**src/rtl/pc_update_unit.sv**
```systemverilog
// Fetch-stage PC register: sequences the fetch address through stalls and branch/jump redirects.
// Optional delay-slot behaviour is enabled by defining DELAY_SLOT_EN.
module pc_update_unit #(
    parameter int unsigned         dataWidth = 32,
    parameter logic [dataWidth-1:0] RESET_PC = 32'h0000_0000
) (
    input  logic                 clk,
    input  logic                 reset,
    input  logic                 stall,
    input  logic                 branchTaken,
    input  logic                 jump,
    input  logic [dataWidth-1:0] branchPcPlus4,
    input  logic [dataWidth-1:0] offsetShifted,
    input  logic [25:0]          jumpIndex,
    output logic [dataWidth-1:0] pcOut,
    output logic [dataWidth-1:0] pcPlus4Out,
    output logic [dataWidth-1:0] targetOut,
    output logic                 flushOut
);

    typedef enum logic [1:0] {
        RUN  = 2'd0,
        PEND = 2'd1,
        SLOT = 2'd2
    } state_t;

    state_t               state_q, state_d;
    logic [dataWidth-1:0] pc_q, pc_d;
    logic [dataWidth-1:0] target_q, target_d;
    logic                 flush_q, flush_d;

    logic                 req;
    logic [dataWidth-1:0] br_target;
    logic [dataWidth-1:0] jmp_target;
    logic [dataWidth-1:0] new_target;
    logic [dataWidth-1:0] pc_plus4;

    assign req        = branchTaken | jump;
    assign br_target  = branchPcPlus4 + offsetShifted;
    assign jmp_target = {branchPcPlus4[dataWidth-1:28], jumpIndex, 2'b00};
    // Branch takes priority over jump when both are asserted.
    assign new_target = branchTaken ? br_target : jmp_target;
    assign pc_plus4   = pc_q + dataWidth'(4);

    always_comb begin
        state_d  = state_q;
        pc_d     = pc_q;
        target_d = target_q;
        flush_d  = 1'b0;
        unique case (state_q)
            RUN: begin
                if (req) begin
                    target_d = new_target;
                    if (stall) begin
                        state_d = PEND;
                    end else begin
`ifdef DELAY_SLOT_EN
                        pc_d    = pc_plus4;
                        state_d = SLOT;
`else
                        pc_d    = new_target;
                        flush_d = 1'b1;
`endif
                    end
                end else if (!stall) begin
                    pc_d = pc_plus4;
                end
            end
            PEND: begin
                // First latched target wins; further requests are ignored here.
                if (!stall) begin
`ifdef DELAY_SLOT_EN
                    pc_d    = pc_plus4;
                    state_d = SLOT;
`else
                    pc_d    = target_q;
                    flush_d = 1'b1;
                    state_d = RUN;
`endif
                end
            end
            SLOT: begin
`ifdef DELAY_SLOT_EN
                if (!stall) begin
                    pc_d    = target_q;
                    state_d = RUN;
                end
`else
                state_d = RUN;
`endif
            end
            default: state_d = RUN;
        endcase
    end

    always_ff @(posedge clk or posedge reset) begin
        if (reset) begin
            state_q  <= RUN;
            pc_q     <= RESET_PC;
            target_q <= '0;
            flush_q  <= 1'b0;
        end else begin
            state_q  <= state_d;
            pc_q     <= pc_d;
            target_q <= target_d;
            flush_q  <= flush_d;
        end
    end

    assign pcOut      = pc_q;
    assign pcPlus4Out = pc_plus4;
    assign targetOut  = target_q;
    assign flushOut   = flush_q;

endmodule

```
**config.mk**
```make
export PLATFORM = sky130hd
export DESIGN_NAME = pc_update_unit
export DESIGN_NICKNAME = d
export VERILOG_FILES = /design/src/rtl/pc_update_unit.sv
export SDC_FILE = /design/constraint.sdc
export NUM_CORES = 1
export LEC_CHECK = 0
export ABC_AREA = 1
export ABC_CLOCK_PERIOD_IN_PS = 4500
export BUFFER_PORTS_ARGS = -buffer_cell sky130_fd_sc_hd__buf_2
export CORE_MARGIN = 5
export CORE_UTILIZATION = 40
export DETAILED_ROUTE_END_ITERATION = 12
export PLACE_DENSITY = 0.75
export SLEW_MARGIN = 25
export SYNTH_ARGS = -nofsm -noshare
export SYNTH_HDL_FRONTEND = slang
export SYNTH_SLANG_ARGS = --single-unit
```
**constraint.sdc**
```tcl
create_clock -name clk -period 4.5 [get_ports clk]
set_clock_uncertainty 0.2 [all_clocks]
set_input_delay 0.675 -clock clk [delete_from_list [all_inputs] [get_ports clk]]
set_output_delay 0.675 -clock clk [all_outputs]
set_load 0.05 [all_outputs]
```
# Yosys cells after proc, flatten, opt, wreduce, memory -nomap -nowiden
# Cells that the tools add are included.
word_totals:
  input_bits: 95
  output_inout_bits: 97
  reg_bits: 67
  elab_cells: 30
op_classes:
  n_mux: 13
  eq_ne: 5
  add_sub_neg: 2
  bitwise_logic: 1
  reduce_logical: 5
ops:
  columns: ["op", "count"]
  rows:
  - ["two-way mux 32 bit", 5]
  - ["one-hot mux 32 bit (2 select lines)", 1]
  - ["adder 32 x 3 -> 32 bit, second input constant", 1]
  - ["adder 32 bit", 1]
  - ["!= test 2 bit, second input constant", 4]
  - ["two-way mux 2 bit", 3]
  - ["AND reduction 3 bit", 2]
  - ["one-hot mux 2 bit (2 select lines)", 1]
  - ["equality test 2 x 1 -> 1 bit, second input constant", 1]
  - ["zero test 2 bit", 1]
  - ["two-way mux 1 bit", 2]
  - ["one-hot mux 1 bit (2 select lines)", 1]
  - ["AND reduction 2 bit", 1]
  - ["nonzero test 2 bit", 1]
  - ["OR 1 bit", 1]

# Longest topological paths before layout
depth:
  depth_word: 5
  ltp_mapped: 15
  depth_no_buf: 15

# Worst setup path after synthesis
# OpenSTA, ideal clock, no wires.
synth_timing:
  kind: "register to output"
  startpoint: "register pc_q[2] (netlist: pcOut[2])"
  endpoint: "output pcPlus4Out[16]"
  slack_ns: 1.262
  stages_incl_launch_ff: 7
  arrival_time_ns: 2.363
  required_time_ns: 3.625
  path_buffers: 0
  cell_sequence: "dfrtp_1 -> ha_1 -> nand3_2 -> nor2_1 -> nand2_1 -> nor2_1 -> xor2_1"
synth_via:
  elab_chain_cells: 1
synth_lines:
  columns: ["element", "line_no", "rtl"]
  rows:
  - ["start: declaration", "28", "logic [dataWidth-1:0] pc_q, pc_d;"]
  - ["start signal: assignment", "104", "pc_q <= pc_d;"]
  - ["adder 32 x 3 -> 32 bit", "43", "assign pc_plus4 = pc_q + dataWidth'(4);"]
  - ["end: declaration", "16", "output logic [dataWidth-1:0] pcPlus4Out,"]
# No other way between the ends.

# Worst setup path in the final report
layout_timing:
  startpoint: "register pc_q[2] (netlist: pcOut[2])"
  endpoint: "output pcPlus4Out[14]"
# Same word-level chain as after synthesis.

==> impl_metrics.py <==
metrics = {
    "placed_design": {
        "gp_congestion": 0.9087,
        "placed_area_sq_mm": 0.007637,
        "portBuffers": 191,
        "hpwl_mm": 18.22,
        "dp_cells": 1478,
    },
    "setup_path": {
        "crit_slowest_cell": "dfrtp_1",
        "crit_required_ns": 3.62,
        "arrival_ns": 2.40,
        "crit_family": "simple AND/OR/NAND/NOR gates",
        "crit_chain": "ha_1, nand3_2, nor2_1, inv_1, nor3_1, nand4_1, nand2_1, nand2_1, inv_1, buf_2",
        "cp-start-kind": "flop",
        "cp_num_buf_inv": 3,
        "critPathKind": "reg -> out",
        "worstPathMaxFanout": 6,
        "max_stage_delay_ns": 0.48,
        "end_kind": "output pin",
    },
    "clock_network": {
        "cts.clk_slew.worst_paths_ns": 0.05,
        "cts_tree": "built",
        "cts_inserted_buffers": 9,
        "h-tree-depth": 3,
        "clockBufferDepth": 2,
        "cts_setup_buffers": 0,
        "clock-sinks": 66,
        "cts_root_buf": "clkbuf_16",
        "clk_latency_ns": 0.33,
        "ctsHoldBuffers": 0,
        "cts_resized": 0,
    },
    "synth": {
        "synth_seq_cells": 66,
        "avgSynthCellArea_sq_um": 5.935,
        "synth_compound_area_share_pct": 10.99,
        "ys_seq_area_share_pct": 25.46,
        "ys_top_cells_by_area": "dfrtp_1 25%, nand2_1 23%, inv_1 11%",
        "syn-num-nets": 1221,
        "synth_top_family_by_area": "simple AND/OR/NAND/NOR gates",
        "synth_top_cell_by_area": "dfrtp_1",
        "synthFlopType": "dfrtp_1",
        "synth_edf_count": 0,
        "yosys.area_share.xor_xnor_pct": 4.725,
        "synth-simple-area-share_pct": 39.15,
        "synth_fa_ha_area_share_pct": 6.480,
        "synth_cell_types": 39,
        "synth_area_sq_mm": 0.006487,
        "synthMuxAreaShare_pct": 0.1736,
        "post_synth_inst_count": 1093,
        "synth_top_area_share_pct": 25.46,
        "ys_warn_count": 0,
        "async_reset_ff_share_pct": 100.0,
    },
    "final_layout": {
        "drive_gt1_share_pct": 18.81,
        "final_common_cell": "nand2_1",
        "ff_latch_area_sq_mm": 0.001652,
        "layout.nets": 1401,
        "final_util_pct": 49.92,
        "syn2layout_area_growth_pct": 22.24,
        "design_area_sq_mm": 0.007930,
        "final_cell_mix": "395 x nand2_1, 191 x buf_2, 185 x inv_1",
        "stdcell_count": 1492,
        "fillers": 1708,
        "multi_input_area_sq_mm": 0.003994,
        "antennaDiodeCount": 0,
    },
    "pwr": {
        "power.internal_uw": 1518,
        "power_density_mw_per_mm2": 382.3,
        "switching_power_uw": 1514,
        "clockPowerShare_pct": 22.9,
        "combPwrFrac_pct": 49.9,
        "sequentialPowerShare_pct": 27.2,
        "switching_share_pct": 49.93,
        "leakage_uw": 0.004624,
        "peakVddDrop_v": 0.0001559,
    },
    "sta": {
        "fmax_ghz": 0.3051,
        "slew-limit-headroom_pct": 49.04,
        "final-max-slew-violation-count": 0,
        "hold_viol": 0,
        "tns_ns": 0,
        "grt_setup_unrepaired": "false",
        "period_needed_ns": 3.278,
        "setup_viol": 0,
        "worstMarginPinSlew_ns": 0.7636,
        "worst_hold_slack_ns": 0.2277,
        "finalCritPeriodShare_pct": 72.83,
    },
    "drt": {
        "ant_nets": 0,
        "wl_per_cell_microns": 14.62,
        "first_pass_iters": 5,
        "via_per_inst": 4.947,
        "drc": 0,
        "drt_iter0_drc": 477,
        "routed_wl_mm": 21.81,
        "via_count": 7381,
    },
    "global_routing": {
        "grt_pass1_wl_mm": 34.62,
        "grt_overflow": 0,
        "antenna_found_initial": 0,
        "grt.total_usage_pct": 23.23,
        "grt_pass1_vias": 6867,
        "grt_max_degree": 44,
    },
    "status": {
        "status": "completed",
    },
    "die": {
        "ios": 192,
        "num_rows": 46,
        "core_sq_mm": 0.01589,
        "die_h_microns": 137.4,
        "die_w_microns": 137.4,
        "start_util_pct": 40.84,
        "dieArea_sq_mm": 0.01887,
    },
    "run": {
        "cap_violations": 0,
    },
    "worst_hold_path": {
        "min_path_type": "in -> async",
    },
}
[area by class of cell]
cell class              count  share of cell area (%)
multi-input cells         806                   50.36
flip-flops and latches     66                   20.83
repair buffers            196                   12.53
inverters                 194                   9.183
well taps                 216                   3.408
clock buffers              11                   3.187
clock inverters             3                  0.5049
[worst paths after layout]
path | startpoint | endpoint | slack, ns | depth (start not counted)
max | pcOut[2] | pcPlus4Out[14] | 1.22 | 10
min reg2reg | targetOut[0] | targetOut[0] | 0.30 | 2
max reg2reg | state_q[0] | pcOut[21] | 2.00 | 6
min | reset | pcOut[4] | 0.23 | 2
max in group asynchronous | reset | targetOut[25] | 2.91 | 3
min in group clk | targetOut[0] | targetOut[0] | 0.30 | 2
[Yosys cell counts, drive strengths merged, types with 2 or more instances]
library cell and n:
nand2 397, inv 193, nor2 111, nand3 68, dfrtp 66, o21ai 51, a21oi 33, ha 32
xor2 27, nor3 18, a31oi 16, clkbuf 16, buf 11, nand4 11, xnor2 8, o211ai 6
o21bai 6, a22oi 5, a221oi 4, or2 4, nand3b 3, a22o 2
[per-layer routing]
layer | vias to the layer above | share of wire (%) | wire length [microns] | GRT usage, %
li1 | 3759 | - | - | -
met1 | 3327 | 43 | 9310 | 31.01
met2 | 266 | 48 | 10440 | 39.59
met3 | 29 | 7.3 | 1590 | 2.812
met4 | 0 | 2.2 | 471 | 6.596
met5 | - | 0 | 0 | 0
[cells by family (layout without fill, tap and decap cells)]
| family | Yosys count | in the layout |
|---|---|---|
| mux | 1 | 1 |
| xor+xnor | 35 | 35 |
| simple gates | 613 | 613 |
| fa+ha+maj | 33 | 33 |
| compound gates | 124 | 124 |
| flops | 66 | 66 |
| buf+inv | 221 | 404 |
[registers in the layout (all words and copies together) (netlist names)]
name,count
targetOut,32
pcOut,32
state_q,1
flushOut,1
[power groups by stage]
stage	Clock [uW]	Sequential (uW)	Combinational, uW
after floorplan	0	1160	764
after global placement	0	831	1500
after detailed placement	0	832	1510
after CTS	701	822	1520
after global routing	726	841	1630
final	694	824	1510
[worst register-to-register path, delay by kind of cell, from the launching register on]
family          cells  cell delay, ns
simple gates        3            0.92
flops               1            0.67
compound gates      1            0.12
buf+inv             2            0.52
[stage by stage]
step,worst slack (ns),power (uW)
floorplan,1.262,1926
global placement,1.476,2333
detailed placement,1.541,2343
CTS,1.180,3039
global route,0.9474,3201
finish,1.222,3032
Power figures use the tool's default switching activity.
